<file path="src/rtl/edge_pkg.sv">
// Shared types and constants for the window fetcher.
// Window geometry is fixed at 5 rows x 4 columns; windows step by 4 pixels
// in both directions, so the bottom row of one window overlaps the top row
// of the window below it.
package edge_pkg;

  typedef enum logic [2:0] {
    IDLE    = 3'd0,
    FETCH   = 3'd1,
    PRESENT = 3'd2,
    ADVANCE = 3'd3,
    DONE    = 3'd4
  } state_t;

  localparam int WIN_ROWS  = 5;
  localparam int WIN_COLS  = 4;
  localparam int WIN_SLOTS = WIN_ROWS * WIN_COLS;
  localparam int TILE_STEP = 4;
  localparam int SLOT_W    = 5;

  localparam logic [SLOT_W-1:0] LAST_SLOT = SLOT_W'(WIN_SLOTS - 1);

  typedef logic [7:0] pixel_t;

endpackage

</file>
<file path="src/rtl/flex_counter.sv">
// Generic up-counter with synchronous clear, enable and programmable
// rollover value. Counts 0..rollover_val and wraps to 0.
// o_rollover_flag is high in the cycle whose increment wraps the count.
module flex_counter #(
  parameter int NUM_BITS = 4
) (
  input  logic                i_clk,
  input  logic                i_rst,
  input  logic                i_clear,
  input  logic                i_count_enable,
  input  logic [NUM_BITS-1:0] i_rollover_val,
  output logic [NUM_BITS-1:0] o_count_out,
  output logic                o_rollover_flag
);

  logic [NUM_BITS-1:0] r_count;

  // Count register: clear wins over enable, wrap at the rollover value.
  always_ff @(posedge i_clk or posedge i_rst) begin
    if (i_rst) begin
      r_count <= '0;
    end else if (i_clear) begin
      r_count <= '0;
    end else if (i_count_enable) begin
      r_count <= (r_count == i_rollover_val) ? '0 : r_count + 1'b1;
    end
  end

  assign o_count_out     = r_count;
  assign o_rollover_flag = i_count_enable && (r_count == i_rollover_val);

endmodule

</file>
<file path="src/rtl/window_addr_gen.sv">
// Combinational address generator for one window slot.
// slot s maps to row r = s / 4 and column c = s % 4 of the window whose
// top-left pixel is (anchor_x, anchor_y). Address arithmetic wraps modulo
// 2^ADDR_W.
// Build option WINDOW_CLAMP_EN: rows below the image are clamped to the
// last image row and still produce a real read (o_in_range always 1).
// Without it, o_in_range drops for those rows and the caller skips them.
module window_addr_gen
  import edge_pkg::*;
#(
  parameter int IMG_W  = 640,
  parameter int IMG_H  = 480,
  parameter int ADDR_W = 20
) (
  input  logic [31:0]       i_anchor_x,
  input  logic [31:0]       i_anchor_y,
  input  logic [SLOT_W-1:0] i_slot,
  input  logic [ADDR_W-1:0] i_base_addr,
  output logic [ADDR_W-1:0] o_mem_addr,
  output logic              o_in_range
);

  logic [31:0] w_row;
  logic [31:0] w_col;
  logic [31:0] w_x;
  logic [31:0] w_y;
  logic [31:0] w_y_eff;
  logic        w_y_valid;

  // Slot -> (x, y) -> byte address, with optional bottom-row clamp.
  always_comb begin
    w_row     = 32'(i_slot) / 32'(WIN_COLS);
    w_col     = 32'(i_slot) % 32'(WIN_COLS);
    w_x       = i_anchor_x + w_col;
    w_y       = i_anchor_y + w_row;
    w_y_valid = (w_y < 32'(IMG_H));
`ifdef WINDOW_CLAMP_EN
    w_y_eff    = w_y_valid ? w_y : 32'(IMG_H - 1);
    o_in_range = 1'b1;
`else
    w_y_eff    = w_y;
    o_in_range = w_y_valid;
`endif
    o_mem_addr = i_base_addr + ADDR_W'(w_y_eff * 32'(IMG_W) + w_x);
  end

endmodule

</file>
<file path="src/rtl/window_fetcher.sv">
// Window fetcher: walks a 5x4 pixel window across a row-major image one
// byte read at a time, presents each full window to the blur stage and
// waits for filter_final before moving on.
// Build option WINDOW_CLAMP_EN selects bottom-row clamping (real reads of
// the last image row) instead of zero-filling rows below the image.
//
// Memory handshake: a read transfers on every rising edge where mem_req
// and mem_ready are both high; mem_data is valid in that same cycle.
// Once raised, mem_req and mem_addr hold their values until that transfer.
module window_fetcher
  import edge_pkg::*;
#(
  parameter int IMG_W  = 640,
  parameter int IMG_H  = 480,
  parameter int ADDR_W = 20
) (
  input  logic              clk,
  input  logic              rst,
  input  logic              start,
  input  logic [ADDR_W-1:0] base_addr,
  output logic              mem_req,
  output logic [ADDR_W-1:0] mem_addr,
  input  logic [7:0]        mem_data,
  input  logic              mem_ready,
  output logic [159:0]      win_pixels,
  output logic              win_valid,
  output logic [31:0]       anchor_x,
  output logic [31:0]       anchor_y,
  output logic              anchor_moving,
  input  logic              filter_final,
  output logic              image_done,
  output logic [2:0]        dbg_state
);

  state_t              r_state;
  logic                r_mem_req;
  logic [ADDR_W-1:0]   r_mem_addr;
  logic [159:0]        r_win_pixels;
  logic                r_win_valid;
  logic [31:0]         r_anchor_x;
  logic [31:0]         r_anchor_y;
  logic                r_anchor_moving;
  logic                r_image_done;

  logic [SLOT_W-1:0]   w_slot;
  logic                w_slot_wrap;
  logic                w_slot_done;
  logic                w_slot_clear;
  logic [31:0]         w_gen_ax;
  logic [31:0]         w_gen_ay;
  logic [SLOT_W-1:0]   w_gen_slot;
  logic [ADDR_W-1:0]   w_gen_addr;
  logic                w_gen_in_range;
  logic [31:0]         w_next_ax;
  logic [31:0]         w_next_ay;
  logic                w_frame_end;
  pixel_t              w_pixel;

  // A slot completes on a read handshake, or immediately when it is skipped
  // (in FETCH, mem_req low means the current slot lies below the image).
  assign w_slot_done  = (r_state == FETCH) && (r_mem_req ? mem_ready : 1'b1);
  assign w_slot_clear = (((r_state == IDLE) || (r_state == DONE)) && start) ||
                        ((r_state == ADVANCE) && !w_frame_end);
  assign w_pixel      = r_mem_req ? mem_data : 8'h00;

  flex_counter #(
    .NUM_BITS (SLOT_W)
  ) u_slot_counter (
    .i_clk          (clk),
    .i_rst          (rst),
    .i_clear        (w_slot_clear),
    .i_count_enable (w_slot_done),
    .i_rollover_val (LAST_SLOT),
    .o_count_out    (w_slot),
    .o_rollover_flag(w_slot_wrap)
  );

  // Next anchor in raster order and whether it falls off the image.
  always_comb begin
    w_next_ax = r_anchor_x + 32'(TILE_STEP);
    w_next_ay = r_anchor_y;
    if (w_next_ax == 32'(IMG_W)) begin
      w_next_ax = '0;
      w_next_ay = r_anchor_y + 32'(TILE_STEP);
    end
    w_frame_end = (w_next_ay == 32'(IMG_H));
  end

  // The address generator always looks at the slot that will be requested
  // next, so the request registers can be loaded one cycle ahead.
  always_comb begin
    w_gen_ax   = r_anchor_x;
    w_gen_ay   = r_anchor_y;
    w_gen_slot = w_slot + 1'b1;
    if ((r_state == IDLE) || (r_state == DONE)) begin
      w_gen_ax   = '0;
      w_gen_ay   = '0;
      w_gen_slot = '0;
    end else if (r_state == ADVANCE) begin
      w_gen_ax   = w_next_ax;
      w_gen_ay   = w_next_ay;
      w_gen_slot = '0;
    end
  end

  window_addr_gen #(
    .IMG_W  (IMG_W),
    .IMG_H  (IMG_H),
    .ADDR_W (ADDR_W)
  ) u_addr_gen (
    .i_anchor_x (w_gen_ax),
    .i_anchor_y (w_gen_ay),
    .i_slot     (w_gen_slot),
    .i_base_addr(base_addr),
    .o_mem_addr (w_gen_addr),
    .o_in_range (w_gen_in_range)
  );

  // Main FSM with all outputs registered; mem_addr only moves when the next
  // slot is a real read, so skipped slots leave it at its previous value.
  always_ff @(posedge clk or posedge rst) begin
    if (rst) begin
      r_state         <= IDLE;
      r_mem_req       <= 1'b0;
      r_mem_addr      <= '0;
      r_win_pixels    <= '0;
      r_win_valid     <= 1'b0;
      r_anchor_x      <= '0;
      r_anchor_y      <= '0;
      r_anchor_moving <= 1'b0;
      r_image_done    <= 1'b0;
    end else begin
      r_anchor_moving <= 1'b0;
      case (r_state)
        IDLE, DONE: begin
          if (start) begin
            r_anchor_x   <= '0;
            r_anchor_y   <= '0;
            r_image_done <= 1'b0;
            r_mem_req    <= w_gen_in_range;
            if (w_gen_in_range) r_mem_addr <= w_gen_addr;
            r_state      <= FETCH;
          end
        end
        FETCH: begin
          if (w_slot_done) begin
            r_win_pixels[{w_slot, 3'b000} +: 8] <= w_pixel;
            if (w_slot_wrap) begin
              r_mem_req       <= 1'b0;
              r_win_valid     <= 1'b1;
              r_anchor_moving <= 1'b1;
              r_state         <= PRESENT;
            end else begin
              r_mem_req <= w_gen_in_range;
              if (w_gen_in_range) r_mem_addr <= w_gen_addr;
            end
          end
        end
        PRESENT: begin
          if (filter_final) begin
            r_win_valid <= 1'b0;
            r_state     <= ADVANCE;
          end
        end
        ADVANCE: begin
          if (w_frame_end) begin
            r_image_done <= 1'b1;
            r_state      <= DONE;
          end else begin
            r_anchor_x <= w_next_ax;
            r_anchor_y <= w_next_ay;
            r_mem_req  <= w_gen_in_range;
            if (w_gen_in_range) r_mem_addr <= w_gen_addr;
            r_state    <= FETCH;
          end
        end
        default: r_state <= IDLE;
      endcase
    end
  end

  assign mem_req       = r_mem_req;
  assign mem_addr      = r_mem_addr;
  assign win_pixels    = r_win_pixels;
  assign win_valid     = r_win_valid;
  assign anchor_x      = r_anchor_x;
  assign anchor_y      = r_anchor_y;
  assign anchor_moving = r_anchor_moving;
  assign image_done    = r_image_done;
  assign dbg_state     = r_state;

endmodule

</file>
<file path="config.mk">
export PLATFORM = sky130hd
export DESIGN_NAME = window_fetcher
export DESIGN_NICKNAME = d
export VERILOG_FILES = /design/src/rtl/edge_pkg.sv /design/src/rtl/flex_counter.sv /design/src/rtl/window_addr_gen.sv /design/src/rtl/window_fetcher.sv
export SDC_FILE = /design/constraint.sdc
export NUM_CORES = 1
export LEC_CHECK = 0
export CORE_MARGIN = 2
export CORE_UTILIZATION = 40
export CTS_CLUSTER_SIZE = 30
export DETAILED_ROUTE_END_ITERATION = 8
export MAX_ROUTING_LAYER = met4
export PLACE_DENSITY = 0.68
export SLEW_MARGIN = 40
export SYNTH_ARGS = -nofsm -noshare
export SYNTH_HDL_FRONTEND = slang
export SYNTH_SLANG_ARGS = --single-unit
</file>
<file path="constraint.sdc">
create_clock -name clk -period 8.8 [get_ports clk]
set_input_delay 1.76 -clock clk [delete_from_list [all_inputs] [get_ports clk]]
set_output_delay 1.76 -clock clk [all_outputs]
set_load 0.01 [all_outputs]
</file>
==> impl_metrics.tcl <==
set metrics [dict create \
    status "finished clean" \
    cts_hold_buf 0 \
    yosysWarnings 0 \
    drtPass1Iterations 6 \
    ys_seq_elements 254 \
    core-area_sq_mm 0.0395 \
    finalCritPeriodShare_pct 93.0 \
    antenna_found_initial 1 \
    routed_wl_um 54100 \
    grt_pass1_wl_um 83600 \
    synth_ff_type "dfrtp_1" \
    fill_cells 3631 \
    fin_nets 2040 \
    final_core_util_pct 51.3 \
    ios 284 \
    max-cap-violations 0 \
    netlist_area_sq_mm 0.0160 \
    cp.required_ns 9.30 \
    r2r_cells 26 \
    r2r_start "anchor_x[2]" \
    whs_path_depth 2 \
    r2r_setup_slack_ns 0.62 \
    syn_avg_cell_area_sq_um 9.33 \
    initial_core_util_pct 40.4 \
    worstSetupPathType "reg2reg" \
    syn2layout_area_growth_pct 27.1 \
    vias 14300 \
    fin_crit_ns 8.18 \
    min_from "win_pixels[35]" \
    r2r-end "mem_addr[18]" \
    synth_top_family_by_area "simple AND/OR/NAND/NOR gates" \
    gp_congestion 0.964 \
    viasPerCell 5.75 \
    holdPathEnd "win_pixels[35]" \
    ys_seq_area_share_pct 39.8 \
    timing.setup.tns_ns 0 \
    clk_pin_slew_ns 0.07 \
    grt_pass1_vias 14100 \
    power_density_mw_per_mm2 285 \
    mostFrequentLayoutCells "281 x clkdlybuf4s50_1, 254 x dfrtp_1, 162 x nand2_1, 138 x nor2_1, 135 x o21ai_0" \
    die_y_um 204 \
    finalSetupViolCount 0 \
    synth_xor_area_share_pct 3.95 \
    synth-compound-area-share_pct 14.6 \
    worstSetupEndpointType "flop" \
    holdCritPathClass "reg2reg" \
    yosysUniqueCellTypes 82 \
    final_cells 2487 \
    drc 0 \
    cts_tree "yes" \
    mostFrequentLayoutCell "clkdlybuf4s50_1" \
    worstPathArrival_ns 8.68 \
    cts_buffers 30 \
    die-area_sq_mm 0.0415 \
    start_kind "flop" \
    drtIter0Drc 1090 \
    slew-limit-headroom_pct 42.7 \
    post_drt_wl_per_cell_um 21.8 \
    hpwl_um 39400 \
    ir_drop_uv 181 \
    synth_edf_count 0 \
    groute.usage.overall_pct 26.5 \
    clock_sinks 254 \
    finalClockSkew_ns 0.0355 \
    htreeDepth 1 \
    rsz0062_at_grt "no" \
    io_buffers 281 \
    synth_fa_ha_area_share_pct 6.28 \
    cp_max_fo 27 \
    clock_latency_ns 0.61 \
    dp.cells 2429 \
    register_area_sq_mm 0.00636 \
    rows 73 \
    cts.path.max_buffers 3 \
    hold_viol_final 0 \
    synthMuxAreaShare_pct 12.4 \
    final-max-slew-violation-count 0 \
    ant_nets 0 \
    leakage_nw 8.86 \
    multi_input_area_sq_mm 0.00897 \
    grt_max_degree 148 \
    chipWidth_um 204 \
    tightest_slew_ns 0.852 \
    drive_gt1_share_pct 12.7 \
    yosys.area_share.simple_pct 18.5 \
    synthArstFlopShare_pct 100 \
    cts_root_buf "clkbuf_16" \
    max_freq_ghz 0.122 \
    grt_remaining_overflow 0 \
    synthesis.instances 1711 \
]
final cells by class:
cell class | count | share of cell area, %
Antenna cell | 1 | 0.0123
Clock buffer | 38 | 4.14
Clock inverter | 18 | 1.16
Inverter | 68 | 1.32
Multi-Input combinational cell | 1286 | 44.2
Sequential cell | 254 | 31.3
Tap cell | 525 | 3.24
Timing Repair Buffer | 297 | 14.6
logic make-up after synthesis:
logic type                 Yosys count
AOI/OAI and AO/OA                  372
adders and majority gates           70
DFF                                254
xor gates and xnor gates            72
buffers and inverters              174
and+or+nand+nor                    594
other                                2
muxes                              173
critical path, stage by stage (launching register included):
cell and delay, ns:
dfrtp_1 0.54, ha_1 0.42, and3_1 0.41, nand4_4 0.20, or4_1 0.58, and2_1 0.21
or4b_1 0.73, nor3_4 0.26, buf_4 0.37, a21oi_1 0.13, o21ai_0 0.18, o31ai_1 0.12
xnor2_1 0.29, ha_1 0.29, ha_1 0.34, a21oi_1 0.22, o21bai_1 0.09, a21oi_1 0.24
xnor2_1 0.18, fa_1 0.46, ha_1 0.38, and3_1 0.21, a2111oi_1 0.56, o21bai_1 0.11
a21oi_1 0.19, xnor2_1 0.08, mux2_2 0.25
synthesized netlist by cell type, types with 4 or more instances:
cell | number | area share, %
a211oi_1 | 9 | 0.42
a21boi_0 | 4 | 0.19
a21o_1 | 11 | 0.52
a21oi_1 | 76 | 2.4
a22oi_1 | 4 | 0.19
a31oi_1 | 23 | 0.90
and2_1 | 28 | 1.1
and3_1 | 29 | 1.1
and4_1 | 10 | 0.55
buf_2 | 11 | 0.34
buf_4 | 4 | 0.19
clkbuf_1 | 86 | 2.0
dfrtp_1 | 254 | 40
fa_1 | 17 | 2.1
ha_1 | 53 | 4.2
inv_1 | 68 | 1.6
mux2_2 | 134 | 9.4
mux2_4 | 17 | 1.6
mux2i_1 | 22 | 1.4
nand2_1 | 163 | 3.8
nand2b_1 | 13 | 0.51
nand3_1 | 62 | 1.9
nand3b_1 | 7 | 0.33
nand4_1 | 23 | 0.90
nor2_1 | 145 | 3.4
nor2b_1 | 13 | 0.51
nor3_1 | 35 | 1.1
nor3b_1 | 6 | 0.28
nor4_1 | 21 | 0.82
o21a_1 | 6 | 0.28
o21ai_0 | 135 | 4.2
o21bai_1 | 8 | 0.38
o22ai_1 | 7 | 0.27
o31a_1 | 7 | 0.38
o31ai_1 | 25 | 1.2
o41ai_1 | 18 | 0.99
or2_2 | 4 | 0.16
or3_1 | 12 | 0.47
or4_1 | 7 | 0.33
xnor2_1 | 58 | 3.2
xor2_1 | 14 | 0.77
sequential cells by signal, summed over array words and instances, names as in the netlist:
name and cells:
win_pixels 160, anchor_x 32, anchor_y 30, mem_addr 20, u_slot_counter.o_count_out 5, dbg_state 3, anchor_moving 1, image_done 1
mem_req 1, win_valid 1
layer usage:
metal	wire, um	vias up	track usage, %
met5	0	-	-
met4	1830	0	8.76
met3	5330	122	7.22
met2	24700	612	41.1
met1	22300	6974	33.6
li1	-	6581	-
how the worst max path moves through the flow:
stage                     to  cells past startpoint         from  slack (ns)
2_1_floorplan  anchor_moving                      1          rst        0.05
3_3_place_gp    mem_addr[18]                     29  anchor_x[2]        0.73
3_5_place_dp    mem_addr[18]                     29  anchor_x[2]        0.41
4_1_cts         mem_addr[18]                     29  anchor_x[2]        0.37
5_1_grt         mem_addr[18]                     29  anchor_x[2]        0.04
6_report        mem_addr[18]                     26  anchor_x[2]        0.62
what timing repair did:
action	CTS	global route
gates resized for setup	0	3
setup buffers	0	0
endpoints found under the setup margin	0	3
metrics by stage:
stage,hold slack (ns),instance area (sq um),power [W],worst slack [ns]
2_1_floorplan,0.511,16000,0.00339,0.0550
3_3_place_gp,0.458,19100,0.00436,0.729
3_5_place_dp,0.469,19200,0.00443,0.410
4_1_cts,0.483,20200,0.00582,0.368
5_1_grt,0.503,20300,0.00616,0.0435
6_report,0.477,20300,0.00579,0.616
power breakdown:
| part | switching [W] | internal (W) |
|---|---|---|
| Sequential | 0.000244 | 0.00142 |
| Combinational | 0.00145 | 0.00132 |
| Clock | 0.000552 | 0.000798 |
| Total | 0.00225 | 0.00354 |
Note: power is estimated with default switching activity, not from simulation.
